$ cat src/rtl/pong_pkg.sv
// pong_pkg: screen geometry, paddle/ball constants and state encodings shared by the pong blocks.
package pong_pkg;
    localparam int H_ACTIVE   = 640;
    localparam int V_ACTIVE   = 480;
    localparam int BALL_SIZE  = 8;
    localparam int BALL_SPEED = 2;
    localparam int P1_X       = 16;
    localparam int P2_X       = 616;
    localparam int PADDLE_W   = 8;
    localparam int PADDLE_H   = 64;
    localparam int HOLD_TICKS = 500;
    localparam int X_MAX      = H_ACTIVE - BALL_SIZE;
    localparam int Y_MAX      = V_ACTIVE - BALL_SIZE;
    localparam logic [9:0] X_CTR = 10'(X_MAX / 2);
    localparam logic [9:0] Y_CTR = 10'(Y_MAX / 2);
    localparam logic signed [10:0] SPEED_S = 11'(BALL_SPEED);
    localparam logic [8:0] HOLD_LAST = 9'(HOLD_TICKS - 1);
    localparam logic [11:0] BALL_RGB = 12'hFFF;
    typedef enum logic [1:0] {ST_IDLE = 2'b00, ST_PLAY = 2'b01, ST_P1WIN = 2'b10, ST_P2WIN = 2'b11} game_st_e;
    typedef enum logic [1:0] {B_IDLE, B_MOVE, B_HOLD} ball_st_e;
endpackage

$ cat src/rtl/ball_motion_if.sv
// ball_motion_if: game inputs and ball outputs between the game logic and ball_motion.
interface ball_motion_if;
    logic        tick;
    logic [9:0]  x, y;
    logic [1:0]  game_state;
    logic        sp;
    logic [9:0]  p1_y, p2_y;
    logic [9:0]  ball_x, ball_y;
    logic        ball_on;
    logic [11:0] rgb_ball;
    logic        miss_p1, miss_p2;
    modport master (output tick, x, y, game_state, sp, p1_y, p2_y,
                    input ball_x, ball_y, ball_on, rgb_ball, miss_p1, miss_p2);
    modport slave (input tick, x, y, game_state, sp, p1_y, p2_y,
                   output ball_x, ball_y, ball_on, rgb_ball, miss_p1, miss_p2);
endinterface

$ cat src/rtl/ball_collide.sv
// ball_collide: combinational next ball position/direction with wall, paddle and miss resolution.
module ball_collide
    import pong_pkg::*;
(
    input  logic [9:0] ball_x,
    input  logic [9:0] ball_y,
    input  logic       dx,
    input  logic       dy,
    input  logic [9:0] p1_y,
    input  logic [9:0] p2_y,
    input  logic       sp,
    output logic [9:0] nxt_x,
    output logic [9:0] nxt_y,
    output logic       nxt_dx,
    output logic       nxt_dy,
    output logic       miss_p1,
    output logic       miss_p2
);
    logic signed [10:0] nx, ny;
    int ax, ay, t1, t2;
    logic hit1, hit2, wall_r;
    always_comb begin
        nx = $signed({1'b0, ball_x}) + (dx ? SPEED_S : -SPEED_S);
        ny = $signed({1'b0, ball_y}) + (dy ? SPEED_S : -SPEED_S);
        ax = int'(nx);
        ay = int'(ny);
        t1 = int'(p1_y);
        t2 = int'(p2_y);
        nxt_dy = ay < 0 ? 1'b1 : ay > Y_MAX ? 1'b0 : dy;
        ay = ay < 0 ? 0 : ay > Y_MAX ? Y_MAX : ay;
        // paddle tests use the wall-resolved y so both axes apply on a corner tick
        hit1 = !dx && ax <= P1_X + PADDLE_W && ax + BALL_SIZE > P1_X
               && ay + BALL_SIZE > t1 && ay < t1 + PADDLE_H;
        hit2 = !sp && dx && ax + BALL_SIZE >= P2_X && ax < P2_X + PADDLE_W
               && ay + BALL_SIZE > t2 && ay < t2 + PADDLE_H;
        wall_r = sp && dx && ax > X_MAX;
        miss_p1 = !hit1 && ax < 0;
        miss_p2 = !hit2 && !sp && ax > X_MAX;
        nxt_dx = hit1 ? 1'b1 : (hit2 || wall_r) ? 1'b0 : dx;
        ax = hit1 ? P1_X + PADDLE_W : hit2 ? P2_X - BALL_SIZE : wall_r ? X_MAX : ax;
        nxt_x = 10'(ax);
        nxt_y = 10'(ay);
    end
endmodule

$ cat src/rtl/ball_motion.sv
// ball_motion: ball position FSM (idle/move/hold), miss pulses and zero-latency ball_on decode.
module ball_motion
    import pong_pkg::*;
(
    input logic          clk,
    input logic          reset,
    ball_motion_if.slave bus
);
    ball_st_e state_q, state_d;
    logic [9:0] ball_x_q, ball_x_d, ball_y_q, ball_y_d;
    logic dx_q, dx_d, dy_q, dy_d;
    logic [8:0] hold_q, hold_d;
    logic miss_p1_q, miss_p1_d, miss_p2_q, miss_p2_d;
    logic [9:0] nxt_x, nxt_y;
    logic nxt_dx, nxt_dy, c_miss_p1, c_miss_p2, play;
    ball_collide u_collide (
        .ball_x(ball_x_q), .ball_y(ball_y_q), .dx(dx_q), .dy(dy_q),
        .p1_y(bus.p1_y), .p2_y(bus.p2_y), .sp(bus.sp),
        .nxt_x(nxt_x), .nxt_y(nxt_y), .nxt_dx(nxt_dx), .nxt_dy(nxt_dy),
        .miss_p1(c_miss_p1), .miss_p2(c_miss_p2)
    );
    always_comb begin
        play = bus.game_state == ST_PLAY;
        state_d = state_q;
        ball_x_d = ball_x_q;
        ball_y_d = ball_y_q;
        dx_d = dx_q;
        dy_d = dy_q;
        hold_d = hold_q;
        miss_p1_d = 1'b0;
        miss_p2_d = 1'b0;
        if (!play) begin
            state_d = B_IDLE;
            ball_x_d = X_CTR;
            ball_y_d = Y_CTR;
            hold_d = '0;
        end else if (state_q == B_IDLE) begin
            state_d = B_MOVE;
        end else if (state_q == B_MOVE && bus.tick) begin
            if (c_miss_p1 || c_miss_p2) begin
                state_d = B_HOLD;
                hold_d = '0;
                miss_p1_d = c_miss_p1;
                miss_p2_d = c_miss_p2;
            end else begin
                ball_x_d = nxt_x;
                ball_y_d = nxt_y;
                dx_d = nxt_dx;
                dy_d = nxt_dy;
            end
        end else if (state_q == B_HOLD && bus.tick) begin
            // dx was left untouched on the miss tick, so it already serves toward the loser
            hold_d = hold_q == HOLD_LAST ? '0 : hold_q + 9'd1;
            state_d = hold_q == HOLD_LAST ? B_MOVE : B_HOLD;
            ball_x_d = hold_q == HOLD_LAST ? X_CTR : ball_x_q;
            ball_y_d = hold_q == HOLD_LAST ? Y_CTR : ball_y_q;
        end
    end
    always_ff @(posedge clk or posedge reset) begin
        if (reset) begin
            state_q <= B_IDLE;
            ball_x_q <= X_CTR;
            ball_y_q <= Y_CTR;
            dx_q <= 1'b1;
            dy_q <= 1'b1;
            hold_q <= '0;
            miss_p1_q <= 1'b0;
            miss_p2_q <= 1'b0;
        end else begin
            state_q <= state_d;
            ball_x_q <= ball_x_d;
            ball_y_q <= ball_y_d;
            dx_q <= dx_d;
            dy_q <= dy_d;
            hold_q <= hold_d;
            miss_p1_q <= miss_p1_d;
            miss_p2_q <= miss_p2_d;
        end
    end
    assign bus.ball_x = ball_x_q;
    assign bus.ball_y = ball_y_q;
    assign bus.miss_p1 = miss_p1_q;
    assign bus.miss_p2 = miss_p2_q;
    assign bus.rgb_ball = BALL_RGB;
    assign bus.ball_on = bus.x >= ball_x_q && {1'b0, bus.x} < {1'b0, ball_x_q} + 11'(BALL_SIZE)
                      && bus.y >= ball_y_q && {1'b0, bus.y} < {1'b0, ball_y_q} + 11'(BALL_SIZE);
endmodule

$ cat src/flat_wrapper.sv
// flat-port wrapper written by rule: the top's interface ports become plain ports
module ball_motion_flat import pong_pkg::*;
  (clk, reset, bus_tick, bus_x, bus_y, bus_game_state, bus_sp, bus_p1_y, bus_p2_y, bus_ball_x, bus_ball_y, bus_ball_on, bus_rgb_ball, bus_miss_p1, bus_miss_p2);
  ball_motion_if bus_i ();
  input logic clk;
  input logic reset;
  input wire logic [$bits(bus_i.tick)-1:0] bus_tick;
  input wire logic [$bits(bus_i.x)-1:0] bus_x;
  input wire logic [$bits(bus_i.y)-1:0] bus_y;
  input wire logic [$bits(bus_i.game_state)-1:0] bus_game_state;
  input wire logic [$bits(bus_i.sp)-1:0] bus_sp;
  input wire logic [$bits(bus_i.p1_y)-1:0] bus_p1_y;
  input wire logic [$bits(bus_i.p2_y)-1:0] bus_p2_y;
  output wire logic [$bits(bus_i.ball_x)-1:0] bus_ball_x;
  output wire logic [$bits(bus_i.ball_y)-1:0] bus_ball_y;
  output wire logic [$bits(bus_i.ball_on)-1:0] bus_ball_on;
  output wire logic [$bits(bus_i.rgb_ball)-1:0] bus_rgb_ball;
  output wire logic [$bits(bus_i.miss_p1)-1:0] bus_miss_p1;
  output wire logic [$bits(bus_i.miss_p2)-1:0] bus_miss_p2;
  assign bus_i.tick = bus_tick;
  assign bus_i.x = bus_x;
  assign bus_i.y = bus_y;
  assign bus_i.game_state = bus_game_state;
  assign bus_i.sp = bus_sp;
  assign bus_i.p1_y = bus_p1_y;
  assign bus_i.p2_y = bus_p2_y;
  assign bus_ball_x = bus_i.ball_x;
  assign bus_ball_y = bus_i.ball_y;
  assign bus_ball_on = bus_i.ball_on;
  assign bus_rgb_ball = bus_i.rgb_ball;
  assign bus_miss_p1 = bus_i.miss_p1;
  assign bus_miss_p2 = bus_i.miss_p2;
  ball_motion u_core (.clk(clk), .reset(reset), .bus(bus_i));
endmodule
$ cat config.mk
export PLATFORM = sky130hd
export DESIGN_NAME = ball_motion_flat
export DESIGN_NICKNAME = d
export VERILOG_FILES = /design/src/rtl/pong_pkg.sv /design/src/rtl/ball_motion_if.sv /design/src/rtl/ball_collide.sv /design/src/rtl/ball_motion.sv /design/src/flat_wrapper.sv
export SDC_FILE = /design/constraint.sdc
export NUM_CORES = 1
export LEC_CHECK = 0
export BUFFER_PORTS_ARGS = -buffer_cell sky130_fd_sc_hd__buf_2
export CORE_ASPECT_RATIO = 1.75
export CORE_MARGIN = 1
export CORE_UTILIZATION = 53
export DETAILED_ROUTE_END_ITERATION = 6
export PLACE_DENSITY = 0.78
export SLEW_MARGIN = 10
export SYNTH_ARGS = -nofsm -noshare
export SYNTH_HDL_FRONTEND = slang
export SYNTH_SLANG_ARGS = --single-unit
$ cat constraint.sdc
create_clock -name clk -period 5.59 [get_ports clk]
set_clock_uncertainty 0.1 [all_clocks]
set_input_delay 0.559 -clock clk [delete_from_list [all_inputs] [get_ports clk]]
set_output_delay 0.559 -clock clk [all_outputs]
set_load 0.005 [all_outputs]
==> Word level (Yosys, flattened, before mapping) <==
Cells that the tools add are included.
{ "op_classes": {"add_sub_neg": 9, "n_mul": 0, "div_mod_pow": 0, "magnitude_cmp": 16, "n_eq_ne": 11, "n_shift": 0, "n_mux": 43, "bitwise_logic": 2, "n_reduce_logical": 33} }
{ "op_table": {"columns": ["operator", "n"], "rows": [
  ["$mux W10", 15],
  ["$gt A32 B11 Y1", 2],
  ["$lt A32 B12 Y1", 2],
  ["$mux W32", 2],
  ["$mux W9", 6],
  ["$add A32 B5 Y32 const B", 1],
  ["$add A10 B4 Y11 const B", 2],
  ["$add A10 B7 Y11 const B", 2],
  ["$add A11 B11 Y11", 2],
  ["$lt A10 B11 Y1", 2],
  ["$lt A11 B1 Y1 const B", 2],
  ["$mux W11", 2],
  ["$ge A10 B10 Y1", 2],
  ["$logic_and A1 B1 Y1", 19],
  ["$add A11 B5 Y12 const B", 1],
  ["$ge A12 B11 Y1 const B", 1],
  ["$gt A12 B6 Y1 const B", 1],
  ["$mux W1", 12],
  ["$mux W2", 6],
  ["$ne A3 B3 Y1 const B", 4],
  ["$gt A11 B10 Y1 const B", 1],
  ["$gt A11 B11 Y1 const B", 1],
  ["$le A11 B6 Y1 const B", 1],
  ["$lt A11 B11 Y1 const B", 1],
  ["other kinds (15)", 24]
]} }
{ "totals": {"register_bits": 35, "latchBits": 0, "ramBits": 0, "rom_bits": 0, "inputBits": 46, "elab_cells": 122, "n_memories": 0} }

==> Logic depth before layout (Yosys ltp) <==
Gate-level depths: netlist of the first run.
{ "logic_depth": {"depth_word": 17, "ltp_mapped": 26, "ltp_nobuf": 25} }

==> Modules after synthesis <==
From an unflattened synthesis of the first run, not the netlist that was laid out.
{ "hier_totals": {"cells_unflattened": 653, "hier_area_um2": 5236.3} }
{ "by_module_without_submodules": {"columns": ["module", "instances", "cells_per_inst", "area_per_inst_um2", "seq_area_each_um2"], "rows": [
  ["ball_motion", 1, 293, 2620.0, 890.9],
  ["ball_collide", 1, 360, 2616.3, 0.0]
]} }

==> Least setup slack after synthesis of the first run <==
OpenSTA, ideal clock, no wires.
{ "synth_timing": {"path_kind": "reg-to-reg", "from": "register u_core.dy_q", "to": "register u_core.hold_q[1]", "t_arrival_ns": 5.041, "setup_slack_ns": 0.328, "stages_incl_launch_ff": 24, "path_buffers": 0, "period_less_slack_ns": 5.262, "path_cell_list": "dfstp_2 -> inv_1 -> ha_1 -> nand3_1 -> o211ai_1 -> nor4_1 -> or3_1 -> xnor2_1 -> a41oi_1 -> a21oi_1 -> ha_1 -> nand4_1 -> xnor2_1 -> nor2_1 -> ha_1 -> a2111oi_0 -> o21ai_0 -> a211oi_1 -> and4b_1 -> nand3_1 -> a31oi_1 -> o21bai_2 -> nand2_1 -> a22o_1"} }
{ "synth_between": {"elab_chain_len": 15} }
{ "synth_lines": {"columns": ["element", "line", "rtl"], "rows": [
  ["start, declared", "ball_motion.sv:11", "logic dx_q, dx_d, dy_q, dy_d;"],
  ["start signal, assigned", "ball_motion.sv:74", "dy_q <= dy_d;"],
  ["$mux W11 *", "ball_collide.sv:24", "ny = $signed({1'b0, ball_y}) + (dy ? SPEED_S : -SPEED_S);"],
  ["$add A11 B11 Y11 *", "ball_collide.sv:24", null],
  ["$gt A11 B10 Y1", "ball_collide.sv:30", "ay = ay < 0 ? 0 : ay > Y_MAX ? Y_MAX : ay;"],
  ["$mux W32", "ball_collide.sv:30", null],
  ["$mux W32 *", "ball_collide.sv:30", null],
  ["$add A32 B5 Y32", "ball_collide.sv:33, ball_collide.sv:35", null],
  ["$gt A32 B11 Y1", "ball_collide.sv:35", "&& ay + BALL_SIZE > t2 && ay < t2 + PADDLE_H;"],
  ["$logic_and A1 B1 Y1 (2 in series)", "ball_collide.sv:35", null],
  ["$logic_not A1 Y1", "ball_collide.sv:38", "miss_p2 = !hit2 && !sp && ax > X_MAX;"],
  ["$logic_and A1 B1 Y1 (2 in series)", "ball_collide.sv:38", null],
  ["$logic_or A1 B1 Y1 *", "ball_motion.sv:40", "if (c_miss_p1 || c_miss_p2) begin"],
  ["$ne A3 B3 Y1 (no source line) *", null, null],
  ["$reduce_and A3 Y1 (no source line) *", null, null],
  ["end signal, assigned", "ball_motion.sv:75", "hold_q <= hold_d;"],
  ["end, declared", "ball_motion.sv:12", "logic [8:0] hold_q, hold_d;"]
]} }
Mark *: on every way between the ends. The rest lies on a longest branch, timed or not.
A chain may end at the register's enable or synchronous reset.

==> Worst setup path after layout of the first run <==
{ "layout_timing": {"from": "register u_core.dy_q", "to": "register u_core.ball_y_q[0], in the netlist u_core.bus.ball_y[0]"} }
{ "layout_between": {"elab_chain_len": 15} }
{ "layout_lines": {"columns": ["element", "line", "rtl"], "rows": [
  ["$mux W11 *", "ball_collide.sv:24", null],
  ["$add A11 B11 Y11 *", "ball_collide.sv:24", null],
  ["$gt A11 B10 Y1", "ball_collide.sv:30", null],
  ["$mux W32", "ball_collide.sv:30", null],
  ["$mux W32 *", "ball_collide.sv:30", null],
  ["$add A32 B5 Y32", "ball_collide.sv:33, ball_collide.sv:35", null],
  ["$gt A32 B11 Y1", "ball_collide.sv:35", null],
  ["$logic_and A1 B1 Y1 (2 in series)", "ball_collide.sv:35", null],
  ["$logic_not A1 Y1", "ball_collide.sv:38", null],
  ["$logic_and A1 B1 Y1 (2 in series)", "ball_collide.sv:38", null],
  ["$logic_or A1 B1 Y1", "ball_motion.sv:40", null],
  ["$ne A3 B3 Y1 (no source line)", null, null],
  ["$reduce_and A4 Y1 (no source line)", null, null],
  ["end signal, assigned", "ball_motion.sv:72", "ball_y_q <= ball_y_d;"],
  ["end, declared", "ball_motion.sv:10", "logic [9:0] ball_x_q, ball_x_d, ball_y_q, ball_y_d;"]
]} }
Mark *: on every way between the ends. The rest lies on a longest branch, timed or not. The select of a mux whose other input is x is not followed.

==> results of run 1 <==
-- layout by cell type, fill, tap and decap left out, drive strengths merged, types with 12 or more instances in the layout --
| cell | synthesis | layout |
|---|---|---|
| conb | 2 | 17 |
| nand2 | 34 | 34 |
| buf | 21 | 96 |
| xnor2 | 29 | 29 |
| nor3 | 20 | 20 |
| dfstp | 12 | 12 |
| nor2 | 44 | 44 |
| ha | 93 | 93 |
| a21oi | 39 | 39 |
| inv | 68 | 67 |
| nand3 | 29 | 29 |
| o21ai | 38 | 38 |
| dfrtp | 22 | 22 |
-- where the power goes --
group | switching (mW) | internal (mW) | total (mW)
clock | 0.104 | 0.176 | 0.281
combinational | 1.64 | 1.19 | 2.83
sequential | 0.0278 | 0.272 | 0.300
total | 1.77 | 1.64 | 3.42
-- metrics by stage --
step / power (mW) / cell area (um2)
final: 3.416 / 6299
after global routing: 3.649 / 6299
after CTS: 2.953 / 5996
after detailed placement: 2.531 / 5678
after global placement: 2.460 / 5678
after floorplan: 1.905 / 5194
-- flip-flops by register name (all words and copies together) (netlist names) --
signal,count
u_core.state_q,2
u_core.dy_q,1
u_core.bus.ball_x,9
u_core.bus.ball_y,10
u_core.bus.miss_p2,1
u_core.dx_q,1
u_core.hold_q,9
u_core.bus.miss_p1,1
-- critical path, cell delays in order (launching register included) --
cell        delay, ns
dfstp_2          0.56
clkinvlp_4       0.25
ha_4             0.37
nand3_1          0.07
o211ai_1         0.26
nor4_2           0.11
or3_4            0.35
xnor2_2          0.21
a41oi_2          0.17
buf_6            0.18
a21oi_4          0.13
ha_2             0.20
nand4_1          0.10
xnor2_1          0.22
nor2_2           0.09
ha_4             0.30
and4_4           0.22
nand2_2          0.06
a21oi_2          0.10
a211oi_1         0.05
and4b_2          0.39
a311oi_4         0.15
buf_4            0.20
or3_4            0.40
buf_6            0.15
o21a_1           0.17
-- path summary, 6_finish.rpt --
kind / from / to
worst max register to register: u_core.dy_q / u_core.bus.ball_y[0]
worst max-delay path: u_core.dy_q / u_core.bus.ball_y[0]
min in group clk: u_core.hold_q[0] / u_core.hold_q[0]
max in group asynchronous: reset / u_core.bus.ball_y[6]
worst min-delay path: reset / u_core.hold_q[7]
worst min register to register: u_core.hold_q[0] / u_core.hold_q[0]
-- per-layer routing --
layer  track usage [%]  up-vias
li1                  -     2446
met2             53.90      200
met3             2.699       70
met1             26.61     2469
met4             14.21        0
met5                 0        -
-- repair_timing --
item                                    CTS  global route
setup buffers                             9             4
endpoints found under the setup margin   26            32
pin swaps                                 8            33
hold buffers                              0             0
resized for setup                        21            60
hold endpoints to repair                  0             0
-- cell type report --
cell class | count | area (um2)
tap | 122 | 152.6
multi-input combinational | 513 | 4284
timing repair buffer | 96 | 585.6
clock buffer | 6 | 138.9
fill | 756 | 3110
sequential | 34 | 865.8
clock inverter | 2 | 12.51
inverter | 68 | 259.0
-- cells by family (layout without fill, tap and decap cells) --
group,Yosys count,count (layout),synth area share (%)
adder cells (fa/ha/maj),95,95,23.43
XOR/XNOR,34,34,6.089
buffers and inverters,90,172,7.866
multiplexers,10,10,2.241
flip-flops,34,34,16.85
other,2,17,0.1462
AO/OA/AOI/OAI,174,174,24.99
AND/OR/NAND/NOR,183,183,18.39
==> key figures, run 1 <==
Status
  • Status: finished with violations
  • Failing checks: setup timing

Timing
  • Tightest Pin Transition: 0.7123 ns
  • Fin. Hold Viols: 0
  • WHS: roughly 0.27 ns
  • RSZ-0062 raised after global routing: true
  • Setup TNS: -0.2543 ns
  • Final period util: 101.7%
  • Slew Limit Fails: 0
  • Finish-stage setup viols: 7
  • Slew headroom: 52.17%
  • Setup WS post-layout: -0.09314 ns
  • Tmin final: between 5 and 6 ns
  • Maximum clock rate: 176.0 MHz

Routing
  • Routed vias: around 5200
  • Wirelength per Cell: 17.65 um
  • Drt pass-1 iters: 5
  • WL met1: 5343 um
  • Wire length on met3: 593 um
  • Post-route ant nets: 0
  • DRC Markers: 0
  • DR top layer: met4
  • Met2 wire len: 8103 um
  • Initial DRC Count: 356
  • Total wire length: 14850 um
  • DR vias/cell: 6.165

CTS
  • Clock-pin transition on the worst setup and hold timing paths: roughly 0.060 ns
  • Clock buffer depth: 2
  • Skew-Pair Late Insertion Delay: between 0.2 and 0.3 ns
  • CTS tree: built
  • Clk sinks: 34
  • CTS buffer count: 5
  • Root buf cell: clkbuf_16
  • H-tree depth: 2

Synthesis
  • Post-synthesis register bit count: 34
  • Synth area leaders: ha_1 (23%), dfrtp_1 (11%), dfstp_2 (6.1%), inv_1 (5.0%), xnor2_1 (4.6%)
  • Commonest cells in the netlist: ha_1 (93), inv_1 (68), nor2_1 (44)
  • EDFF count, synth: 0
  • Synth Cell Area: around 5000 um2
  • Top cell type's share of synthesized area: 22.65%
  • Post-Syn Area per Cell: 8.260 um2
  • FFs w/ async S/R, synth: 100.0%
  • Synth area leader: ha_1
  • Synth Flop Type: dfrtp_1
  • Yosys warns: 0
  • Most frequent cell after synthesis: ha_1
  • Unique masters post-synth: 80
  • Post-Syn Instances: 622
  • Post-synthesis sequential area ratio: 16.85%

Pwr
  • Peak supply drop: 0.0007901 V
  • Lkg Pwr: 2.952 nW
  • Pwr/cell area: 542.3 nW/um2

Global routing
  • Largest net degree at the start of global routing: 35
  • All-Layer GR Usage: between 20% and 30%
  • Initial antenna violation count: 0
  • Gr ovfl total: 0
  • Global-route wire length before repair: 22540 um
  • Number of global-route vias before repair: 5157

Floorplan
  • Die width: between 70 and 80 um
  • Core ar.: 9409 um2
  • Die Area: 10110 um2
  • Initial core utilization: 54.60%
  • Row cnt: 47
  • IO Pins: 81
  • DIE HEIGHT: 132.2 um

Setup path
  • Worst R2R Path Depth: 25
  • WP data required: 5.66 ns
  • R2R setup slack: -0.09 ns
  • Crit-path max FO: 6
  • Crit Path Class: reg -> reg
  • Arrival time worst endpoint: 5.76 ns
  • Startpoint types: register
  • Nature of the critical path endpoint: register

Cells and area
  • Final core area utilization: between 60% and 70%
  • Ant diodes: 0
  • Nets: 859
  • Post-Layout Cell Count: 841
  • Area Overhead vs Synth: 22.60%
  • Share of post-route cells with drive strength above 1: between 20% and 30%

Place
  • IO Port Bufs: 66
  • Placed Cells: 823
  • GPL Wtd Cong: a little under 1
  • Post-DP HPWL: around 11000 um
  • Dpl ws: -0.1290 ns

Worst hold path
  • Worst Hold Class: in -> async

Run
  • Max-cap violations: 0
Power figures use the tool's default switching activity.
==> run 2, diff against run 1 <==
CORE_ASPECT_RATIO = 0.7   (was 1.75)
CORE_UTILIZATION = 50   (was 53)
PLACE_DENSITY = 0.75   (was 0.78)
SETUP_SLACK_MARGIN = 0.05   (was unset)
==> run 2 against run 1 <==
Effect of this change: power down 2.7%; clock-buffer cell count up 1; design area fell by 1.5%; die area increased by 5.8%; the flow still finishes with violations (setup timing); fmax up 1.2%; clock power rose by 10%; sequential power about the same; hold slack gained 0.012 ns; setup slack improved by 0.070 ns; global-route usage fell by 1.2 points; sequential share of layout area up 0.20 points; largest power group unchanged; sequential cell count did not move.
==> key figures, run 2 (same netlist as run 1, synthesis figures left out) <==
Routing
  • DR vias/cell: 5.995 (-2.8%)
  • Drt pass-1 iters: 5 (unchanged)
  • Post-route ant nets: 0 (unchanged)
  • Initial DRC Count: 343 (-3.7%)
  • Total wire length: 14440 um (-2.7%)
  • Wirelength per Cell: 17.11 um (-3.1%)
  • Routed vias: 5060 (-2.4%)
  • DRC Markers: 0 (unchanged)

Status
  • Status: finished with violations
  • Failing checks: setup timing

Cells and area
  • Nets: 856 (-0.35%)
  • Area Overhead vs Synth: 20.82%
  • Finished Cell Area: 6207 um2 (-1.5%)
  • Max reg flops: 10 (unchanged)
  • Area occupied by multi-input gates: 4222 um2 (-1.5%)
  • Share of post-route cells with drive strength above 1: 25.70% (-2.0 points)
  • FF/Latch Area: 865.8 um2 (unchanged)
  • Final core area utilization: 63.12% (-3.8 points)
  • Fillers: 818 (+8.2%)
  • Post-Layout Cell Count: 844 (+0.36%)
  • Most frequent cells in the layout: ha_1 (87), inv_1 (67), buf_2 (66)
  • Most common cell after layout, fill and taps aside: ha_1
  • Ant diodes: 0 (unchanged)

CTS
  • Clk sinks: 34 (unchanged)
  • Root buf cell: clkbuf_16
  • Clock-pin transition on the worst setup and hold timing paths: 0.06 ns (about the same)
  • CTS buffer count: 5 (unchanged)
  • H-tree depth: 2 (unchanged)
  • Skew-Pair Late Insertion Delay: 0.28 ns (about the same)
  • Clock buffer depth: 2 (unchanged)
  • CTS tree: built

Global routing
  • Global-route wire length before repair: 21920 um (-2.8%)
  • Layer with the highest usage: met2
  • Gr ovfl total: 0 (unchanged)
  • Met2 Resource Use GR: 40.53% (-13 points)
  • M3 GR Usage: 3.684% (+0.99 points)
  • Initial antenna violation count: 0 (unchanged)
  • Number of global-route vias before repair: 4564 (-11%)
  • Met1 GRT Util: 38.17% (+12 points)
  • All-Layer GR Usage: 25.88% (-1.2 points)
  • Largest net degree at the start of global routing: 35 (unchanged)

Pwr
  • Peak supply drop: 0.0003439 V (-56%)
  • Pwr/cell area: 535.6 nW/um2 (-1.2%)
  • Lkg Pwr: 2.933 nW (-0.64%)

Setup path
  • WP buf/inv: 3 (-1)
  • Crit-path max FO: 5 (-1)
  • Nature of the critical path endpoint: register
  • Crit Path Class: reg -> reg
  • CP top delay family: simple AND/OR/NAND/NOR gates
  • Arrival time worst endpoint: 5.67 ns (-0.09 ns)
  • WP data required: 5.65 ns (about the same)
  • Startpoint types: register
  • Crit-path slowest cell: dfstp_2
  • Crit-path max cell delay: 0.59 ns (+0.03 ns)

Timing
  • Tmin final: 5.613 ns (-0.06984 ns)
  • Tightest Pin Transition: 0.7775 ns (+0.06514 ns)
  • Finish-stage setup viols: 3 (-4)
  • Final period util: 100.4% (-1.2 points)
  • Maximum clock rate: 178.1 MHz (+1.2%)
  • Setup WS post-layout: -0.02330 ns (+0.06984 ns)
  • RSZ-0062 raised after global routing: true
  • Slew headroom: 47.80% (-4.4 points)
  • Fin. Hold Viols: 0 (unchanged)
  • Slew Limit Fails: 0 (unchanged)

Floorplan
  • Initial core utilization: 52.24% (-2.4 points)
  • Row cnt: 30 (-36%)
  • DIE HEIGHT: 86.81 um (-34%)
  • IO Pins: 81 (unchanged)
  • Die Area: 10690 um2 (+5.8%)
  • Die width: 123.2 um (+61%)
  • Core ar.: 9834 um2 (+4.5%)

Place
  • Cell Area, Placed: 5648 um2 (-0.53%)
  • Placed Cells: 824 (+0.12%)
  • IO Port Bufs: 66 (unchanged)
  • GPL Wtd Cong: 0.9030 (-8.4%)
  • Post-DP HPWL: 11050 um (-1.3%)

Worst hold path
  • Worst Hold Class: in -> async

Run
  • Max-cap violations: 0 (unchanged)
-- run 2: metal layers --
layer	share of wire (%)	routed length, um
met4	1.1	159
met5	0	0
met3	5.8	844
met2	46	6598
met1	47	6841
-- run 2: path summary, 6_finish.rpt --
path | from | to | slack, ns | cells past startpoint
min in group clk | u_core.hold_q[8] | u_core.hold_q[8] | 0.43 | 1
max in group asynchronous | reset | u_core.dx_q | 4.77 | 3
min reg2reg | u_core.hold_q[8] | u_core.hold_q[8] | 0.43 | 1
min | reset | u_core.hold_q[4] | 0.28 | 3
max reg2reg | u_core.dy_q | u_core.bus.ball_x[7] | -0.02 | 25
max | u_core.dy_q | u_core.bus.ball_x[7] | -0.02 | 25
-- run 2: metrics by stage --
stage,worst slack [ns],power [mW],TNS [ns],hold slack (ns)
2_1_floorplan,0.3278,1.905,0,0.3768
3_3_place_gp,0.009972,2.377,0,0.3984
3_5_place_dp,-0.2203,2.467,-1.461,0.4045
4_1_cts,0.06580,2.840,0,0.2937
5_1_grt,-0.2245,3.570,-3.639,0.3276
6_report,-0.02330,3.324,-0.04922,0.2793
-- run 2: report_power, final --
group,switching [mW],internal [mW]
combinational,1.59,1.13
clock,0.0996,0.211
sequential,0.0307,0.272
total,1.72,1.61
-- run 2: tightest hold or removal path, stage by stage --
cell	delay (ns)
buf_2	0.10
inv_1	0.05
buf_4	0.38
-- run 2: layout make-up --
cell class,instances,share of cell area (%)
clock buffers,7,2.137
clock inverters,1,0.4838
inverters,68,4.173
multi-input cells,514,68.01
flip-flops and latches,34,13.95
well taps,128,2.580
repair buffers,92,8.668
-- run 2: repair_timing --
item	4_1_cts	5_1_grt
setup endpoints to repair	27	33
buffers inserted	2	9
resized for setup	9	55
gates cloned	0	1
hold buffers	0	0
pin swaps	2	25
==> run 3, diff against run 2 <==
--- a/config.mk
+++ b/config.mk
@@ -11,5 +11,7 @@
 export CORE_UTILIZATION = 50
 export DETAILED_ROUTE_END_ITERATION = 6
+export GPL_ROUTABILITY_DRIVEN = 0
 export PLACE_DENSITY = 0.75
+export RECOVER_POWER = 25
 export SETUP_SLACK_MARGIN = 0.05
 export SLEW_MARGIN = 10
==> constraint.sdc (replaced) <==
create_clock -name clk -period 5.59 [get_ports clk]
set_clock_uncertainty 0.1 [all_clocks]
set_input_delay 1.677 -clock clk [delete_from_list [all_inputs] [get_ports clk]]
set_output_delay 1.677 -clock clk [all_outputs]
set_load 0.005 [all_outputs]
==> run 3 against run 2 <==
Effect of this change: the run ends with capacitance limit, slew limit, setup timing left; design area increased by 3.2%; hold slack improved by 0.17 ns; wire length increased by 3.2%; die area unchanged; cell count increased by 0.95%; first-iteration DRC count decreased by 18%; critical endpoint unchanged; highest routed layer unchanged.
==> key figures, run 3 (same netlist as run 1, synthesis figures left out) <==
Routing
  • Wirelength per Cell: 17.49 um (+2.2%)
  • Drt pass-1 iters: 4 (-1)
  • Initial DRC Count: 282 (-18%)
  • DRC Markers: 0 (unchanged)
  • Routed vias: 5086 (+0.51%)
  • Post-route ant nets: 0 (unchanged)
  • Total wire length: 14900 um (+3.2%)
  • DR vias/cell: 5.969 (-0.43%)

Worst hold path
  • Worst Hold Class: reg -> reg
  • Hold endpoint: u_core.hold_q[0]
  • WHS Path Cells: 1
  • Hold Path Origin: u_core.hold_q[0]

Setup path
  • Arrival time worst endpoint: 5.68 ns (about the same)
  • Crit-path max FO: 4 (-1)
  • Nature of the critical path endpoint: register
  • Crit-path max cell delay: 0.56 ns (-0.03 ns)
  • Startpoint types: register
  • WP data required: 5.65 ns (about the same)
  • Worst R2R Start: u_core.dy_q
  • FF-to-FF End: u_core.bus.ball_x[7]
  • CP cell instances: clkinvlp_4, buf_6, ha_4, nand3_2, o211ai_1, nor4_2, or3_4, xnor2_4, a41oi_4, a21oi_2, ha_2, nand4_1, xnor2_1, nor2_2, ha_4, a2111oi_4, o21ai_1, a211oi_1, and4b_2, a311oi_4, nor3_4, buf_6, mux2_4
  • R2R setup slack: -0.03 ns (about the same)
  • Worst R2R Path Depth: 23 (-8.0%)
  • Crit-path slowest cell: dfstp_2
  • Crit Path Class: reg -> reg

Cells and area
  • Max reg flops: 10 (unchanged)
  • Most common cell after layout, fill and taps aside: ha_1
  • Share of post-route cells with drive strength above 1: 29.56% (+3.9 points)
  • Most frequent cells in the layout: ha_1 (87), inv_1 (66), buf_2 (66)
  • Area Overhead vs Synth: 24.70%
  • Post-Layout Cell Count: 852 (+0.95%)
  • Ant diodes: 0 (unchanged)
  • Nets: 864 (+0.93%)

CTS
  • Hold Buf Count CTS: 0 (unchanged)
  • CTS tree: built
  • H-tree depth: 2 (unchanged)
  • Clk sinks: 34 (unchanged)
  • Skew-Pair Late Insertion Delay: 0.28 ns (about the same)
  • Clock buffer depth: 2 (unchanged)
  • Clock-pin transition on the worst setup and hold timing paths: 0.06 ns (about the same)
  • Root buf cell: clkbuf_16
  • CTS buffer count: 5 (unchanged)

Status
  • Status: finished with violations
  • Failing checks: capacitance limit, slew limit, setup timing

Global routing
  • Initial antenna violation count: 0 (unchanged)
  • Largest net degree at the start of global routing: 35 (unchanged)
  • Global-route wire length before repair: 22400 um (+2.2%)
  • All-Layer GR Usage: 26.43% (+0.55 points)
  • Gr ovfl total: 0 (unchanged)
  • Number of global-route vias before repair: 4669 (+2.3%)

Pwr
  • Pwr/cell area: 529.2 nW/um2 (-1.2%)
  • Peak supply drop: 0.0003184 V (-7.4%)
  • Lkg Pwr: 2.999 nW (+2.2%)

Place
  • IO Port Bufs: 66 (unchanged)
  • Post-DP HPWL: 11110 um (+0.55%)
  • Placed Cells: 829 (+0.61%)
  • Dpl ws: -0.1523 ns (+0.06805 ns)

Timing
  • WHS: 0.4525 ns (+0.1732 ns)
  • Slew Limit Fails: 35 (+35)
  • Slew headroom: -21.14% (-69 points)
  • Tmin final: 5.619 ns (+0.005964 ns)
  • Maximum clock rate: 178.0 MHz (-0.11%)
  • Tightest Pin Transition: 1.817 ns (+1.040 ns)
  • Fin. Hold Viols: 0 (unchanged)
  • Final period util: 100.5% (+0.11 points)
  • Finish-stage setup viols: 3 (unchanged)
  • RSZ-0062 raised after global routing: true
  • Setup WS post-layout: -0.02926 ns (-0.005964 ns)

Floorplan
  • Die Area: 10690 um2 (unchanged)
  • Core ar.: 9834 um2 (unchanged)
  • Initial core utilization: 52.24% (unchanged)
  • IO Pins: 81 (unchanged)
  • Row cnt: 30 (unchanged)
  • Die width: 123.2 um (unchanged)
  • DIE HEIGHT: 86.81 um (unchanged)

Run
  • Max-cap violations: 1 (+1)
## run 3: cell types whose count changed in the layout (fill, tap and decap cells not counted), moves of 3 or more
cell and change:
o21ai_1 +6, o2bb2ai_2 +6, a2bb2oi_1 -5, o21ai_0 -6
o2bb2ai_1 -6, nor2_2 +3, a21oi_2 +3, a2bb2oi_2 +5
a21oi_1 -3, nor2_4 -3, buf_6 +10
## run 3: worst max path at each step
stage                     start                   end  slack (ns)  cells after the start
CTS                    bus_x[1]           bus_ball_on        0.05                     13
detailed placement     bus_x[1]           bus_ball_on       -0.15                     13
global placement       bus_x[1]           bus_ball_on       -0.06                     13
global route        u_core.dy_q  u_core.bus.ball_x[7]       -0.25                     23
floorplan           u_core.dy_q      u_core.hold_q[1]        0.33                     23
finish              u_core.dy_q  u_core.bus.ball_x[7]       -0.03                     23
## run 3: area by class of cell
| cell class | instances | area [um2] |
|---|---|---|
| inverter | 68 | 259.0 |
| multi-input combinational | 513 | 4347 |
| clock inverter | 1 | 5.005 |
| clock buffer | 7 | 142.6 |
| fill | 782 | 3428 |
| sequential | 34 | 865.8 |
| timing repair buffer | 101 | 626.9 |
| tap | 128 | 160.2 |
## run 3: per-stage QoR
stage / utilization (%) / total power [mW] / TNS, ns / area (um2)
global route: 65.14 / 3.655 / -4.499 / 6406
floorplan: - / 1.905 / 0 / 5194
global placement: 57.81 / 2.391 / -0.08174 / 5685
detailed placement: 57.81 / 2.479 / -0.7128 / 5685
CTS: 60.59 / 2.893 / 0 / 5958
finish: 65.14 / 3.390 / -0.05576 / 6406
## run 3: worst max-delay path: cells and delay by family (launching register included)
family / cells / cell delay, ns
buffers and inverters: 3 / 0.46
adders and majority gates: 3 / 0.74
AOI/OAI and AO/OA: 7 / 1.64
DFF: 1 / 0.56
and+or+nand+nor: 7 / 1.30
muxes: 1 / 0.29
xor gates and xnor gates: 2 / 0.39
## run 3: where the power goes
group | internal (mW) | total [mW] | switching [mW]
Clock | 0.177 | 0.281 | 0.104
Sequential | 0.272 | 0.300 | 0.0280
Combinational | 1.19 | 2.81 | 1.62
Total | 1.64 | 3.39 | 1.75
## run 3: repair_timing
item	4_1_cts	5_1_grt
setup endpoints to repair	25	33
buffers inserted	2	13
pin swaps	4	39
gates cloned	0	1
resized for setup	22	80
## run 3: routing by layer
metal  part of all wire, %  up-vias  global-route usage [%]
li1                      -     2451                       -
met1                    47     2427                   37.95
met2                    46      185                   42.56
met3                   5.9       23                   3.750
met4                   1.4        0                   4.162
met5                     0        -                       0
